[config.mk]
export PLATFORM = sky130hd
export DESIGN_NAME = fifo_stream_reader_flat
export DESIGN_NICKNAME = d
export VERILOG_FILES = /design/src/rtl/fifo_pkg.sv /design/src/rtl/fifo_rd_if.sv /design/src/rtl/stream_buf.sv /design/src/rtl/fifo_stream_reader.sv /design/src/flat_wrapper.sv
export SDC_FILE = /design/constraint.sdc
export NUM_CORES = 1
export LEC_CHECK = 0
export CORE_MARGIN = 3
export CORE_UTILIZATION = 61
export CTS_BUF_LIST = sky130_fd_sc_hd__clkbuf_8
export CTS_CLUSTER_DIAMETER = 40
export DETAILED_ROUTE_END_ITERATION = 12
export PLACE_DENSITY_LB_ADDON = 0.15
export SYNTH_ARGS = -nofsm -noshare
export SYNTH_HDL_FRONTEND = slang
export SYNTH_SLANG_ARGS = --single-unit
[constraint.sdc]
create_clock -name clk -period 3.9 [get_ports clk]
set_input_delay 0.78 -clock clk [delete_from_list [all_inputs] [get_ports clk]]
set_output_delay 0.78 -clock clk [all_outputs]
set_load 0.005 [all_outputs]
[src/rtl/fifo_pkg.sv]
// Shared definitions for the BRAM fifo and its stream-side stages.
// Credit counters are sized to hold 0..depth inclusive.
package fifo_pkg;

  localparam int BEAT_W = 32;

  typedef struct packed {
    logic [BEAT_W-1:0] data;
  } beat_t;

  function automatic int credit_w(input int depth);
    return $clog2(depth + 1);
  endfunction

endpackage

[src/rtl/fifo_rd_if.sv]
// Read port of the BRAM-backed fifo: pop request, empty status, delayed read data.
// Read data appears a fixed number of cycles after each accepted pop.
interface fifo_rd_if #(
  parameter int DATA_W = 32
);
  logic              empty;
  logic              rd_en;
  logic [DATA_W-1:0] data;

  modport master (input empty, input data, output rd_en);
  modport slave  (output empty, output data, input rd_en);
endinterface

[src/rtl/stream_buf.sv]
// Circular register buffer with push/pop/count and flush; head visible combinationally.
// Zero-cycle pop; push into a full buffer is illegal (caller guarantees space).
module stream_buf
  import fifo_pkg::*;
#(
  parameter int DATA_W = 32,
  parameter int DEPTH  = 4
) (
  input  logic                        clk,
  input  logic                        rst_n,
  input  logic                        flush,
  input  logic                        push,
  input  logic [DATA_W-1:0]           push_data,
  input  logic                        pop,
  output logic                        out_valid,
  output logic [DATA_W-1:0]           out_data,
  output logic [credit_w(DEPTH)-1:0]  count
);

  localparam int CNT_W = credit_w(DEPTH);
  localparam int PTR_W = $clog2(DEPTH);

  logic [DATA_W-1:0] mem_q [DEPTH];
  logic [DATA_W-1:0] mem_d [DEPTH];
  logic [PTR_W-1:0]  wr_ptr_q, wr_ptr_d;
  logic [PTR_W-1:0]  rd_ptr_q, rd_ptr_d;
  logic [CNT_W-1:0]  count_q, count_d;
  logic              do_pop;

  // Pointers wrap explicitly so non power-of-two depths work.
  function automatic logic [PTR_W-1:0] wrap_inc(input logic [PTR_W-1:0] p);
    return (p == PTR_W'(DEPTH - 1)) ? '0 : p + 1'b1;
  endfunction

  assign do_pop    = pop & (count_q != '0);
  assign out_valid = (count_q != '0);
  assign out_data  = out_valid ? mem_q[rd_ptr_q] : '0;
  assign count     = count_q;

  always_comb begin
    mem_d    = mem_q;
    wr_ptr_d = wr_ptr_q;
    rd_ptr_d = rd_ptr_q;
    count_d  = count_q;
    if (flush) begin
      wr_ptr_d = '0;
      rd_ptr_d = '0;
      count_d  = '0;
    end else begin
      if (push) begin
        mem_d[wr_ptr_q] = push_data;
        wr_ptr_d        = wrap_inc(wr_ptr_q);
      end
      if (do_pop) begin
        rd_ptr_d = wrap_inc(rd_ptr_q);
      end
      case ({push, do_pop})
        2'b10:   count_d = count_q + 1'b1;
        2'b01:   count_d = count_q - 1'b1;
        default: count_d = count_q;
      endcase
    end
  end

  always_ff @(posedge clk) begin
    if (!rst_n) begin
      wr_ptr_q <= '0;
      rd_ptr_q <= '0;
      count_q  <= '0;
    end else begin
      wr_ptr_q <= wr_ptr_d;
      rd_ptr_q <= rd_ptr_d;
      count_q  <= count_d;
    end
  end

  always_ff @(posedge clk) begin
    mem_q <= mem_d;
  end

  overflow_chk: assert property (@(posedge clk) disable iff (!rst_n)
    !(push && !flush && !do_pop && count_q == CNT_W'(DEPTH)));

endmodule

[src/rtl/fifo_stream_reader.sv]
// Pops the BRAM fifo against buffer credits and re-times read data into a valid/ready stream.
// Latency pop->m_valid is RD_LATENCY+1; m_ready low fills the buffer, then rd_en stops.
module fifo_stream_reader
  import fifo_pkg::*;
#(
  parameter int DATA_W     = 32,
  parameter int RD_LATENCY = 1,
  parameter int BUF_DEPTH  = 4
) (
  input  logic                           clk,
  input  logic                           rst_n,
  fifo_rd_if.master                      rd_if,
  input  logic                           flush,
  output logic                           m_valid,
  input  logic                           m_ready,
  output logic [DATA_W-1:0]              m_data,
  output logic [credit_w(BUF_DEPTH)-1:0] buf_count
);

  localparam int CNT_W = credit_w(BUF_DEPTH);

  if (BUF_DEPTH < RD_LATENCY + 2) begin : g_depth_chk
    $error("fifo_stream_reader: BUF_DEPTH must be >= RD_LATENCY+2");
  end
  if (RD_LATENCY < 0 || RD_LATENCY > 2) begin : g_lat_chk
    $error("fifo_stream_reader: RD_LATENCY must be 0..2");
  end

  logic             pop;
  logic             arrive;
  logic             wr_en;
  logic             accept;
  logic [CNT_W-1:0] inflight;
  logic [CNT_W:0]   credit_used;

  // Credits are not netted against same-cycle accepts, so m_ready never reaches rd_en.
  assign credit_used = {1'b0, buf_count} + {1'b0, inflight};
  assign rd_if.rd_en = rst_n & ~flush & ~rd_if.empty
                     & (credit_used < (CNT_W + 1)'(BUF_DEPTH));
  assign pop         = rd_if.rd_en & ~rd_if.empty;

  if (RD_LATENCY == 0) begin : g_no_pipe
    assign arrive   = pop;
    assign inflight = '0;
  end else begin : g_pipe
    logic [RD_LATENCY-1:0] pipe_q, pipe_d;

    always_comb begin
      pipe_d    = pipe_q << 1;
      pipe_d[0] = pop;
      if (flush) begin
        pipe_d = '0;
      end
    end

    always_ff @(posedge clk) begin
      if (!rst_n) begin
        pipe_q <= '0;
      end else begin
        pipe_q <= pipe_d;
      end
    end

    assign arrive   = pipe_q[RD_LATENCY-1];
    assign inflight = CNT_W'($countones(pipe_q));
  end

  assign wr_en  = arrive & ~flush;
  assign accept = m_valid & m_ready;

  stream_buf #(
    .DATA_W (DATA_W),
    .DEPTH  (BUF_DEPTH)
  ) u_buf (
    .clk       (clk),
    .rst_n     (rst_n),
    .flush     (flush),
    .push      (wr_en),
    .push_data (rd_if.data),
    .pop       (accept),
    .out_valid (m_valid),
    .out_data  (m_data),
    .count     (buf_count)
  );

endmodule

[src/flat_wrapper.sv]
// flat-port wrapper written by rule: the top's interface ports become plain ports
module fifo_stream_reader_flat import fifo_pkg::*;
#(
  parameter int DATA_W     = 32,
  parameter int RD_LATENCY = 1,
  parameter int BUF_DEPTH  = 4
)
  (clk, rst_n, flush, m_valid, m_ready, m_data, buf_count, rd_if_empty, rd_if_data, rd_if_rd_en);
  fifo_rd_if #(.DATA_W(DATA_W)) rd_if_i ();
  input  logic clk;
  input  logic rst_n;
  input  logic flush;
  output logic m_valid;
  input  logic m_ready;
  output logic [DATA_W-1:0] m_data;
  output logic [credit_w(BUF_DEPTH)-1:0] buf_count;
  input wire logic [$bits(rd_if_i.empty)-1:0] rd_if_empty;
  input wire logic [$bits(rd_if_i.data)-1:0] rd_if_data;
  output wire logic [$bits(rd_if_i.rd_en)-1:0] rd_if_rd_en;
  assign rd_if_i.empty = rd_if_empty;
  assign rd_if_i.data = rd_if_data;
  assign rd_if_rd_en = rd_if_i.rd_en;
  fifo_stream_reader #(.DATA_W(DATA_W), .RD_LATENCY(RD_LATENCY), .BUF_DEPTH(BUF_DEPTH)) u_core (.clk(clk), .rst_n(rst_n), .rd_if(rd_if_i), .flush(flush), .m_valid(m_valid), .m_ready(m_ready), .m_data(m_data), .buf_count(buf_count));
endmodule
Word-level counts from Yosys, hierarchy flattened:

Index checks and enable logic that the tools add are counted.

* logic and storage cells: 48
* input port bits: 37
* output and inout port bits: 37
* bits in registers: 136

* bitwise logic cells: 12
* add/sub/neg operators: 5
* reductions and logical operators: 5
* order comparisons: 4
* equal/unequal tests: 4
* muxes and demuxes: 10

Operators with widths (count)
* 128-bit bitwise mux: 1
* 32-bit 2-to-1 mux: 4
* 32-bit binary-select mux with 2-bit select: 1
* 32-bit demux with 2-bit select: 1
* 1-bit AND: 7
* 2-bit == test (second input constant): 3
* 3-bit greater-or-equal comparator (second input constant): 2
* 2-bit inverter with 3-bit output: 2
* 3-bit one-hot mux with 2 select lines: 1
* 2-bit by 1-bit adder with 2-bit output (second input constant): 2
* 3-bit by 1-bit adder with 4-bit output: 1
* 4-bit by 3-bit < comparator with 1-bit output (second input constant): 1
* 2-bit 2-to-1 mux: 2
* 3-bit by 1-bit adder with 3-bit output (second input constant): 1
* 3-bit by 1-bit < comparator with 1-bit output (second input constant): 1
* 1-bit inverter: 3
* 3-bit nonzero test: 1
* 3-bit by 1-bit subtractor with 3-bit output (second input constant): 1
* 2-bit by 1-bit == test with 1-bit output (second input constant): 1
* 2-bit AND reduction: 1
* 2-bit nonzero test: 1
* 2-bit OR reduction: 1
* 1-bit logical AND: 1

Depth between registers and ports, before layout:

* word-level depth: 6
* mapped depth: 9
* gate-level depth less buffers: 9

Modules after synthesis:

Synthesis repeated with hierarchy kept, for this count alone.

* cell total of the unflattened synthesis: 258
* area total of the unflattened synthesis: 5378.9 um2

Modules (own cells, without submodules)
* stream_buf: times used 1, area an instance 5321.4 um2, cells an instance 252
* fifo_stream_reader: times used 1, area an instance 57.6 um2, cells an instance 6

Worst setup path before layout:

OpenSTA, ideal clock, no wires.

* path kind: input -> register
* from: input port flush
* to: register u_core.u_buf.mem_q[0] in the netlist's numbering, enable pin
* stages on the path: 2
* buffers on the path: 0
* path slack: 1.738 ns
* data arrival time: 1.770 ns
* path through: nor2_1 -> and2_1

* longest elaborated chain between the ends: 3

Ends and longest elaborated chain
* start, declared: line flat_wrapper.sv:12 `input logic flush;`
* 1-bit inverter (*): line fifo_stream_reader.sv:68 `assign wr_en = arrive & ~flush;`
* 1-bit AND: line fifo_stream_reader.sv:68
* 2-bit AND reduction (no source line) (*)
* end signal, assigned: line stream_buf.sv:78 `mem_q <= mem_d;`
* end, declared: line stream_buf.sv:23 `logic [DATA_W-1:0] mem_q [DEPTH];`

Mark *: on every way between the ends. The rest lies on a longest branch, timed or not.
A chain may end at the register's enable or synchronous reset.

Worst setup path in the final report:

* from: register u_core.u_buf.rd_ptr_q[0]
* to: output port m_data[21]

* longest elaborated chain between the ends: 5

Ends and longest elaborated chain
* start, declared: line stream_buf.sv:26 `logic [PTR_W-1:0] rd_ptr_q, rd_ptr_d;`
* start signal, assigned: line stream_buf.sv:72 `rd_ptr_q <= rd_ptr_d;`
* 2-bit inverter with 3-bit output (not written as such): line stream_buf.sv:37 `assign out_data = out_valid ? mem_q[rd_ptr_q] : '0;`
* 32-bit binary-select mux with 2-bit select: line stream_buf.sv:37
* 32-bit 2-to-1 mux (not written as such) (2 in series): line stream_buf.sv:37
* 32-bit 2-to-1 mux: line stream_buf.sv:37
* end, declared: line flat_wrapper.sv:15 `output logic [DATA_W-1:0] m_data;`

Every way passes these cells. The select of a mux whose other input is x is not followed.

==> impl_metrics.ini <==
[timing]
rsz0062_at_grt = no
hold_viol = 0
tns_ps = 0
worst_pin_slew_ps = 883
period_minus_slack_ps = 3410
fin_crit_sh = 0.873
fmax_mhz = 294
setup_viol = 0
slew_violations = 0
slew-limit-headroom = 0.411
finalClockSkew_ps = 7.05
fin_ws_ps = 495

[clock_network]
cts_sinks = 136
cts_tree = yes
clock-root-buffer = clkbuf_8
hold_buffers = 0
path_clk_slew_ps = 70
cts_buffers = 17
cts_setup_buffers = 0
cts_buffer_depth = 2
post_cts_resized = 0
worstSkewPairLatency_ps = 410
htree_levels = 4

[run_status]
status = finished, final reports clean

[setup_path]
crit_slowest_cell = dfxtp_2
crit_type = flip-flop to primary output
arrival_ps = 2630
reg2reg_slack_ps = 1770
crit_family = flip-flops
crit_path_end_kind = primary output
crit_fanout = 20
max_stage_delay_ps = 810
path_cells = buf_12, mux4_2, nor2b_1, clkdlybuf4s50_1
crit_required_ps = 3120
crit_buf_inv = 2
cp-start-kind = flip-flop

[synthesis]
ys_seq_elements = 136
yosysMostFrequentCell = edfxtp_1
avgSynthCellArea_um2 = 20.6
synth_edf_count = 128
syn-instance-count = 258
yosys_warnings = 0
synthesis.nets = 302
synth_common_cells = edfxtp_1 (128), mux4_2 (32), nor2b_1 (32)
synthArstFlopShare = 0
synth_cell_types = 24
synth_area_leaders = edfxtp_1 (72%), mux4_2 (14%), nor2b_1 (3.8%), dfxtp_1 (3.0%), ha_1 (1.4%)
post-synth-top-area-cell = edfxtp_1
netlist_area_mm2 = 0.00531
synth.top_cell.area_share = 0.724
ys_seq_area_frac = 0.754
ys.flop_type = edfxtp_1

[job]
cap_violations = 0

[cells_and_area]
syn2layout_area_growth_pct = 23.6
seqCellArea_mm2 = 0.00401
diodes = 0
fin_nets = 386
finish.utilization = 0.787
fill_cells = 475
drive_gt1_frac = 0.206
multi_input_area_mm2 = 0.00121

[floorplan]
die_w_um = 99.3
die_y_um = 99.3
die-area_mm2 = 0.00986
start_util = 0.637
rows = 33
coreArea_mm2 = 0.00834
pin_count = 74

[placement]
portBuffers = 73
gp_congestion = 0.734
hpwl_um = 5220
dp_slack_ps = 793

[worst_hold_path]
min_path_type = flip-flop to flip-flop

[power_and_ir_drop]
p_total_mw = 2.85
p_leak_nw = 2.06
power.density_mw_per_mm2 = 434
ir_worst_vdd_v = 0.000413

[detailed_routing]
viasPerCell = 5.72
avgRoutedWirePerCell_um = 19.5
vias = 2630
wirelength_um = 8970
drcViolationCount = 0
drtAntennaViolNets = 0
drt_iter0_drc = 109
drt_pass1_iterations = 4

[grt]
gr-total-overflow = 0
grt_max_degree = 34
antenna_found_initial = 0
grt_pass1_vias = 2831
grt.total_usage = 0.202
grt_pass1_wl_um = 14500
[registers in the layout, indices dropped and copies added (netlist names)]
signal	flops
u_core.u_buf.count	3
u_core.arrive	1
u_core.u_buf.mem_q	128
u_core.u_buf.wr_ptr_q	2
u_core.u_buf.rd_ptr_q	2
[through the flow]
step | instance area, um^2 | instances | hold WS, ps
finish | 6560 | 460 | 561
global route | 6560 | 460 | 593
CTS | 6560 | 460 | 562
detailed placement | 6150 | 428 | 541
global placement | 6150 | 428 | 527
floorplan | 5310 | 258 | 502
[worst reg2reg max path, stage by stage (launching register included)]
cell	delay (ps)
dfxtp_1	390
o31ai_1	560
inv_1	120
ha_1	230
inv_1	70
fa_1	170
xor2_1	70
or3_1	310
a21oi_1	140
[cells in the final DEF (no fill, tap or decap), types with 2 or more instances in the layout]
master,instances
a21oi_1,4
and2_2,4
buf_4,3
bufinv_16,3
clkbuf_8,17
clkdlybuf4s50_1,73
clkinv_1,2
clkinv_4,6
clkinvlp_4,2
dfxtp_1,6
dfxtp_2,2
edfxtp_1,128
ha_1,6
inv_1,9
mux2i_1,2
mux4_2,32
nor2_1,7
nor2b_1,32
nor4_1,2
or3_1,2
xor2_1,2
[power by group]
group | total (mW) | internal, mW | switching, mW
Combinational | 0.0858 | 0.0519 | 0.0339
Sequential | 1.61 | 1.60 | 0.00336
Clock | 1.16 | 0.634 | 0.522
[area by class of cell]
class,count,share of cell area
clock buffers,17,0.0356
clock inverters,15,0.0273
inverters,9,0.00515
multi-input cells,101,0.184
flip-flops and latches,136,0.610
well taps,105,0.0200
repair buffers,77,0.118
[cells by family after synthesis]
logic type	Yosys count	synth area share
multiplexers	34	0.139
flip-flops	136	0.754
XOR/XNOR	2	0.00330
adder cells (fa/ha/maj)	7	0.0179
AND/OR/NAND/NOR	52	0.0582
buffers and inverters	21	0.0212
AO/OA/AOI/OAI	6	0.00612
[worst paths after layout]
kind,start,end,cells past startpoint
worst max-delay path,u_core.u_buf.rd_ptr_q[0]$_SDFFE_PP0P_,m_data[21],4
worst min-delay path,u_core.arrive$_SDFF_PP0_,u_core.u_buf.wr_ptr_q[1]$_SDFFE_PP0P_,2
worst max register to register,u_core.u_buf.count[2]$_SDFFE_PP0P_,u_core.u_buf.count[2]$_SDFFE_PP0P_,8
worst min register to register,u_core.arrive$_SDFF_PP0_,u_core.u_buf.wr_ptr_q[1]$_SDFFE_PP0P_,2
[per-layer routing]
metal  wire length, um  GRT usage  vias to the layer above
li1                  -          -                     1189
met1              3580      0.252                     1350
met2              4870      0.352                       86
met3               462     0.0610                        5
met4                57     0.0483                        0
met5                 0          0                        -
(Power assumes the default switching activity.)
==> RTL change 1: new RTL, same settings <==
`RD_LATENCY` is set to 1 in 2 places; all go to 0. Comments in the files are not updated.
--- a/src/rtl/fifo_stream_reader.sv
+++ b/src/rtl/fifo_stream_reader.sv
@@ -4,7 +4,7 @@
   import fifo_pkg::*;
 #(
   parameter int DATA_W     = 32,
-  parameter int RD_LATENCY = 1,
+  parameter int RD_LATENCY = 0,
   parameter int BUF_DEPTH  = 4
 ) (
   input  logic                           clk,
--- a/src/flat_wrapper.sv
+++ b/src/flat_wrapper.sv
@@ -2,7 +2,7 @@
 module fifo_stream_reader_flat import fifo_pkg::*;
 #(
   parameter int DATA_W     = 32,
-  parameter int RD_LATENCY = 1,
+  parameter int RD_LATENCY = 0,
   parameter int BUF_DEPTH  = 4
 )
   (clk, rst_n, flush, m_valid, m_ready, m_data, buf_count, rd_if_empty, rd_if_data, rd_if_rd_en);
Formal check against the unedited RTL: not equivalent (Yosys sat finds a counterexample within 4 cycles, from zero or initial values).
==> RTL change 1 against the unedited design <==
Routed wire length increased by 5.8%. Cell count increased by 0.65%. Sequential cell count shrank 1. Synthesized cell count down 0.78%. Power is 1.4% higher. Cell area increased by 0.88%. Highest routed layer unchanged. Area after synthesis up 1.1%. Largest power group unchanged. Sequential share of layout area shrank 0.83 points. Die area rose by 1.0%. Fmax down 2.6%. Setup slack worse by 0.092 ns.
==> RTL change 1: results (changes against the unedited design) <==
outcome:
  outcome: "complete, no violations"  # unchanged
synthesis:
  async_reset_ff_frac: 0  # unchanged
  ys_top_cells_by_count: "edfxtp_1 (128), mux4_2 (28), nor2b_1 (27), inv_1 (8), dfxtp_1 (7)"  # was edfxtp_1 (128), mux4_2 (32), nor2b_1 (32), inv_1 (9), dfxtp_1 (8)
  synth_warnings: 0  # unchanged
  synth_seq_area_share: 0.742  # was 0.754
  ys_top_cells_by_area: "edfxtp_1 (72%), mux4_2 (12%), nor2b_1 (3.1%)"  # was edfxtp_1 (72%), mux4_2 (14%), nor2b_1 (3.8%)
  synth_edf_count: 128  # unchanged
  synth_fp_nets: 300  # was 302
final_layout:
  fin_nets: 390  # was 386
  layout-drive-gt1-share: 0.232  # was 0.206
  regMostFlops: "u_core.u_buf.mem_q"  # unchanged
setup_path:
  worstPathMaxFanout: 23  # was 20
  startpoint: "u_core.u_buf.rd_ptr_q[0]"  # unchanged
  arrival_ns: 2.72  # was 2.63 ns
global_route:
  grt_use_total: 0.214  # was 0.202
  grt_max_degree: 35  # was 34
  grtUsageMet3: 0.0820  # was 0.0610
  grt_pass1_vias: 2927  # was 2831
  use_met1: 0.266  # was 0.252
  antenna_found_initial: 0  # unchanged
  grt_pass1_wl_um: 15500  # was 14500 um
  use_met2: 0.353  # was 0.352
timing:
  fin_skew_ns: 0.0130  # was 0.00705 ns
  maxSlewHeadroom: 0.418  # was 0.411
routing:
  top_layer: "met4"  # unchanged
  met2WireLength_um: 5010  # was 4870 um
  wl_um: 9490  # was 8970 um
  vias_per_cell: 5.73  # was 5.72
  wl_met3_um: 732  # was 462 um
  drtIter0Drc: 148  # was 109
  drtPass1Iterations: 5  # was 4
  wl_met1_um: 3660  # was 3580 um
worst_hold_path:
  hp-class: "flop to flop"  # unchanged
  hp-start: "u_core.u_buf.wr_ptr_q[1]"  # was u_core.arrive
placed_design:
  dp_hpwl_um: 5800  # was 5220 um
  gp_congestion: 0.798  # was 0.734
  portBuffers: 73  # unchanged
  pre_cts_slack_ns: 0.814  # was 0.793 ns
cts:
  clk-insertion-delay-late_ns: 0.42
  cts_resized: 0  # unchanged
  cts_root_buffer: "clkbuf_8"  # unchanged
  cts_setup_buffers: 0  # unchanged
  path_clk_slew_ns: 0.08
  cts_buffers: 17  # unchanged
pwr:
  p_leak_nw: 2.11  # was 2.06 nW
  irDropWorstVdd_mv: 0.281  # was 0.413 mV
RTL change 1: path summary, 6_finish.rpt:
path | to | slack, ns | depth (start not counted)
setup / recovery | m_data[3] | 0.40 | 4
setup reg to reg | u_core.u_buf.count[2] | 1.76 | 8
hold reg to reg | u_core.u_buf.wr_ptr_q[1] | 0.55 | 2
hold / removal | u_core.u_buf.wr_ptr_q[1] | 0.55 | 2
RTL change 1: cell type report:
cell class	count	area [um2]
flip-flops and latches	135	3990
fillers	445	1760
multi-input cells	101	1260
repair buffers	83	806
clock buffers	17	234
clock inverters	14	176
well taps	105	131
inverters	8	30.0
RTL change 1: worst max-delay path: stages (launching register included):
cell             delay, ns
dfxtp_2               0.81
buf_4                 0.32
mux4_2                0.53
nor2b_1               0.15
clkdlybuf4s50_1       0.47
RTL change 1: cell families (layout without fill, tap and decap cells):
family	Yosys count	in the layout	share of synthesized area
buffers and inverters	20	122	0.0259
AOI/OAI and AO/OA	9	9	0.00979
and+or+nand+nor	50	50	0.0625
DFF	135	135	0.742
muxes	33	33	0.139
adders and majority gates	7	7	0.0177
xor gates and xnor gates	2	2	0.00326
RTL change 1: through the flow:
step	instances	utilization	cell area, um2	power, W	hold WS [ns]
finish	463	0.790	6620	0.00289	0.554
global route	463	0.790	6620	0.00298	0.569
CTS	463	0.790	6620	0.00291	0.550
detailed placement	432	0.741	6210	0.00175	0.526
global placement	432	0.741	6210	0.00175	0.524
floorplan	256	-	5370	0.00168	0.487
RTL change 1: report_power, final:
part / internal [W] / total (W) / switching (W) / leakage [nW]
Combinational: 0.0000678 / 0.000115 / 0.0000474 / 0.707
Sequential: 0.00160 / 0.00161 / 0.00000583 / 1.21
Clock: 0.000633 / 0.00117 / 0.000533 / 0.191
Total: 0.00230 / 0.00289 / 0.000586 / 2.11
==> RTL change 2: new RTL, config.mk and constraints unchanged <==
Without the edit above. Put a register stage on the output `buf_count`, with the module's reset. The value now appears one clock later. The other outputs are not delayed to match.
--- a/src/rtl/fifo_stream_reader.sv
+++ b/src/rtl/fifo_stream_reader.sv
@@ -19,6 +19,8 @@
 
   localparam int CNT_W = credit_w(BUF_DEPTH);
 
+  logic [credit_w(BUF_DEPTH)-1:0] buf_count_d;
+
   if (BUF_DEPTH < RD_LATENCY + 2) begin : g_depth_chk
     $error("fifo_stream_reader: BUF_DEPTH must be >= RD_LATENCY+2");
   end
@@ -34,7 +36,7 @@
   logic [CNT_W:0]   credit_used;
 
   // Credits are not netted against same-cycle accepts, so m_ready never reaches rd_en.
-  assign credit_used = {1'b0, buf_count} + {1'b0, inflight};
+  assign credit_used = {1'b0, buf_count_d} + {1'b0, inflight};
   assign rd_if.rd_en = rst_n & ~flush & ~rd_if.empty
                      & (credit_used < (CNT_W + 1)'(BUF_DEPTH));
   assign pop         = rd_if.rd_en & ~rd_if.empty;
@@ -80,8 +82,16 @@
     .pop       (accept),
     .out_valid (m_valid),
     .out_data  (m_data),
-    .count     (buf_count)
+    .count     (buf_count_d)
   );
+
+  always_ff @(posedge clk) begin
+    if (!rst_n) begin
+      buf_count <= '0;
+    end else begin
+      buf_count <= buf_count_d;
+    end
+  end
 
 endmodule
 
Function: changed (a bounded check fails within 4 cycles, from zero or initial values and one cycle with rst_n low).
==> RTL change 2 against the unedited design <==
Worst hold slack got worse by 0.0048 ns. Highest routed layer unchanged. Cell area up 1.0%. Critical endpoint is now m_data[30]. Via count fell by 0.42%. Setup slack improved by 0.13 ns. Area after synthesis grew 1.5%. Largest cell class unchanged. Non-clock buffer count shrank 1. Critical path type unchanged. Synthesized cell count up 2.3%. Routed wire length grew 5.2%. Cell count rose by 1.1%. Largest power group unchanged. Combinational power grew 1%. Power grew 1.8%. Register-to-register slack improved by 0.05 ns. Sequential cell count increased by 3.
==> RTL change 2: results (changes against the unedited design) <==
cts:
  cts_buffers: 17  # unchanged
  cts_resized: 0  # unchanged
  cts_root_buffer: "clkbuf_8"  # unchanged
  cts_setup_buffers: 0  # unchanged
  clk-insertion-delay-late_ns: 0.42
  cts_max_level: 4  # unchanged
  path_clk_slew_ns: 0.07  # about the same
global_route:
  grt_max_degree: 35  # was 34
  grt_pass1_wl_um: 15300  # was 14500 um
  grt_pass1_vias: 2843  # was 2831
  antenna_found_initial: 0  # unchanged
  grt_use_total: 0.210  # was 0.202
final_layout:
  fin_nets: 391  # was 386
  fillers: 458  # was 475
  layout-drive-gt1-share: 0.200  # was 0.206
synthesis:
  synth_edf_count: 128  # unchanged
  synthFlopType: "edfxtp_1"  # unchanged
  ys_top_cells_by_area: "edfxtp_1 (71%), mux4_2 (13%), dfxtp_1 (4.1%)"  # was edfxtp_1 (72%), mux4_2 (14%), nor2b_1 (3.8%)
  synth_warnings: 0  # unchanged
  synth_fp_nets: 308  # was 302
  ys_top_cells_by_count: "edfxtp_1 (128), mux4_2 (32), nor2b_1 (32), dfxtp_1 (11), inv_1 (9)"  # was edfxtp_1 (128), mux4_2 (32), nor2b_1 (32), inv_1 (9), dfxtp_1 (8)
  netlist_instances: 264  # was 258
  synth_seq_area_share: 0.754  # about the same
  synth.distinct_cells: 24  # unchanged
placed_design:
  dp_hpwl_um: 5310  # was 5220 um
  pre_cts_slack_ns: 0.770  # was 0.793 ns
  dp_cells: 433  # was 428
  portBuffers: 73  # unchanged
  gp_congestion: 0.773  # was 0.734
setup_path:
  arrival_ns: 2.50  # was 2.63 ns
  rrSetupSlack_ns: 1.82  # was 1.77 ns
  worstPathMaxFanout: 21  # was 20
pwr:
  irDropWorstVdd_mv: 0.381  # was 0.413 mV
  p_sw_w: 0.000583  # was 0.000560 W
  p_leak_nw: 2.08  # was 2.06 nW
routing:
  ant_nets: 0  # unchanged
  drtIter0Drc: 94  # was 109
  drtPass1Iterations: 4  # unchanged
  vias_per_cell: 5.63  # was 5.72
  post_drt_wl_per_cell_um: 20.3  # was 19.5 um
  vias: 2619  # was 2630
outcome:
  outcome: "complete, no violations"  # unchanged
timing:
  fin_hold_ws_ns: 0.556  # was 0.561 ns
  fin_skew_ns: 0.00956  # was 0.00705 ns
  worst_slew_pin_slew_ns: 0.902  # was 0.883 ns
  finalWorstSetupSlack_ns: 0.623  # was 0.495 ns
worst_hold_path:
  hp-class: "flop to flop"  # unchanged
-- RTL change 2: power by group through the flow --
stage	clock (W)	sequential, W	combinational [W]
after floorplan	0	0.00167	0.0000234
after global placement	0	0.00167	0.0000834
after CTS	0.00120	0.00164	0.0000879
final	0.00118	0.00164	0.0000869
after detailed placement	0	0.00167	0.0000868
after global routing	0.00126	0.00164	0.0000941
-- RTL change 2: cell families after synthesis --
logic type,synth area share
xor gates and xnor gates,0.00325
DFF,0.754
buffers and inverters,0.0209
adders and majority gates,0.0176
muxes,0.137
AOI/OAI and AO/OA,0.00604
and+or+nand+nor,0.0608
-- RTL change 2: final timing paths --
kind	from	to	cells after the start
max	u_core.u_buf.rd_ptr_q[0]	m_data[30]	4
max reg2reg	u_core.u_buf.count[2]	u_core.u_buf.count[2]	8
min reg2reg	u_core.u_buf.count[1]	u_core.buf_count[1]	1
min	u_core.u_buf.count[1]	u_core.buf_count[1]	1
-- RTL change 2: final cells by class --
| type | instances | share of cell area |
|---|---|---|
| flip-flops and latches | 139 | 0.613 |
| inverters | 9 | 0.00509 |
| clock buffers | 17 | 0.0353 |
| multi-input cells | 104 | 0.185 |
| clock inverters | 15 | 0.0266 |
| repair buffers | 76 | 0.115 |
| well taps | 105 | 0.0198 |
-- RTL change 2: worst max-delay path, stage by stage, from the launching register on --
cell	delay (ns)
dfxtp_2	0.66
buf_12	0.28
mux4_2	0.52
nor2b_1	0.17
clkdlybuf4s50_1	0.45
-- RTL change 2: layer usage --
layer	vias up	part of all wire	GRT usage	routed length, um
met2	63	0.55	0.368	5220
met4	0	0.0065	0.0653	61
met5	-	0	0	0
met3	5	0.045	0.0612	420
li1	1198	-	-	-
met1	1353	0.40	0.255	3740
-- RTL change 2: stage by stage --
| step | cell area, um2 | util | total power [W] |
|---|---|---|---|
| after floorplan | 5390 | - | 0.00169 |
| after global placement | 6220 | 0.742 | 0.00175 |
| after detailed placement | 6220 | 0.742 | 0.00176 |
| after CTS | 6630 | 0.791 | 0.00292 |
| after global routing | 6630 | 0.791 | 0.00299 |
| final | 6630 | 0.791 | 0.00290 |
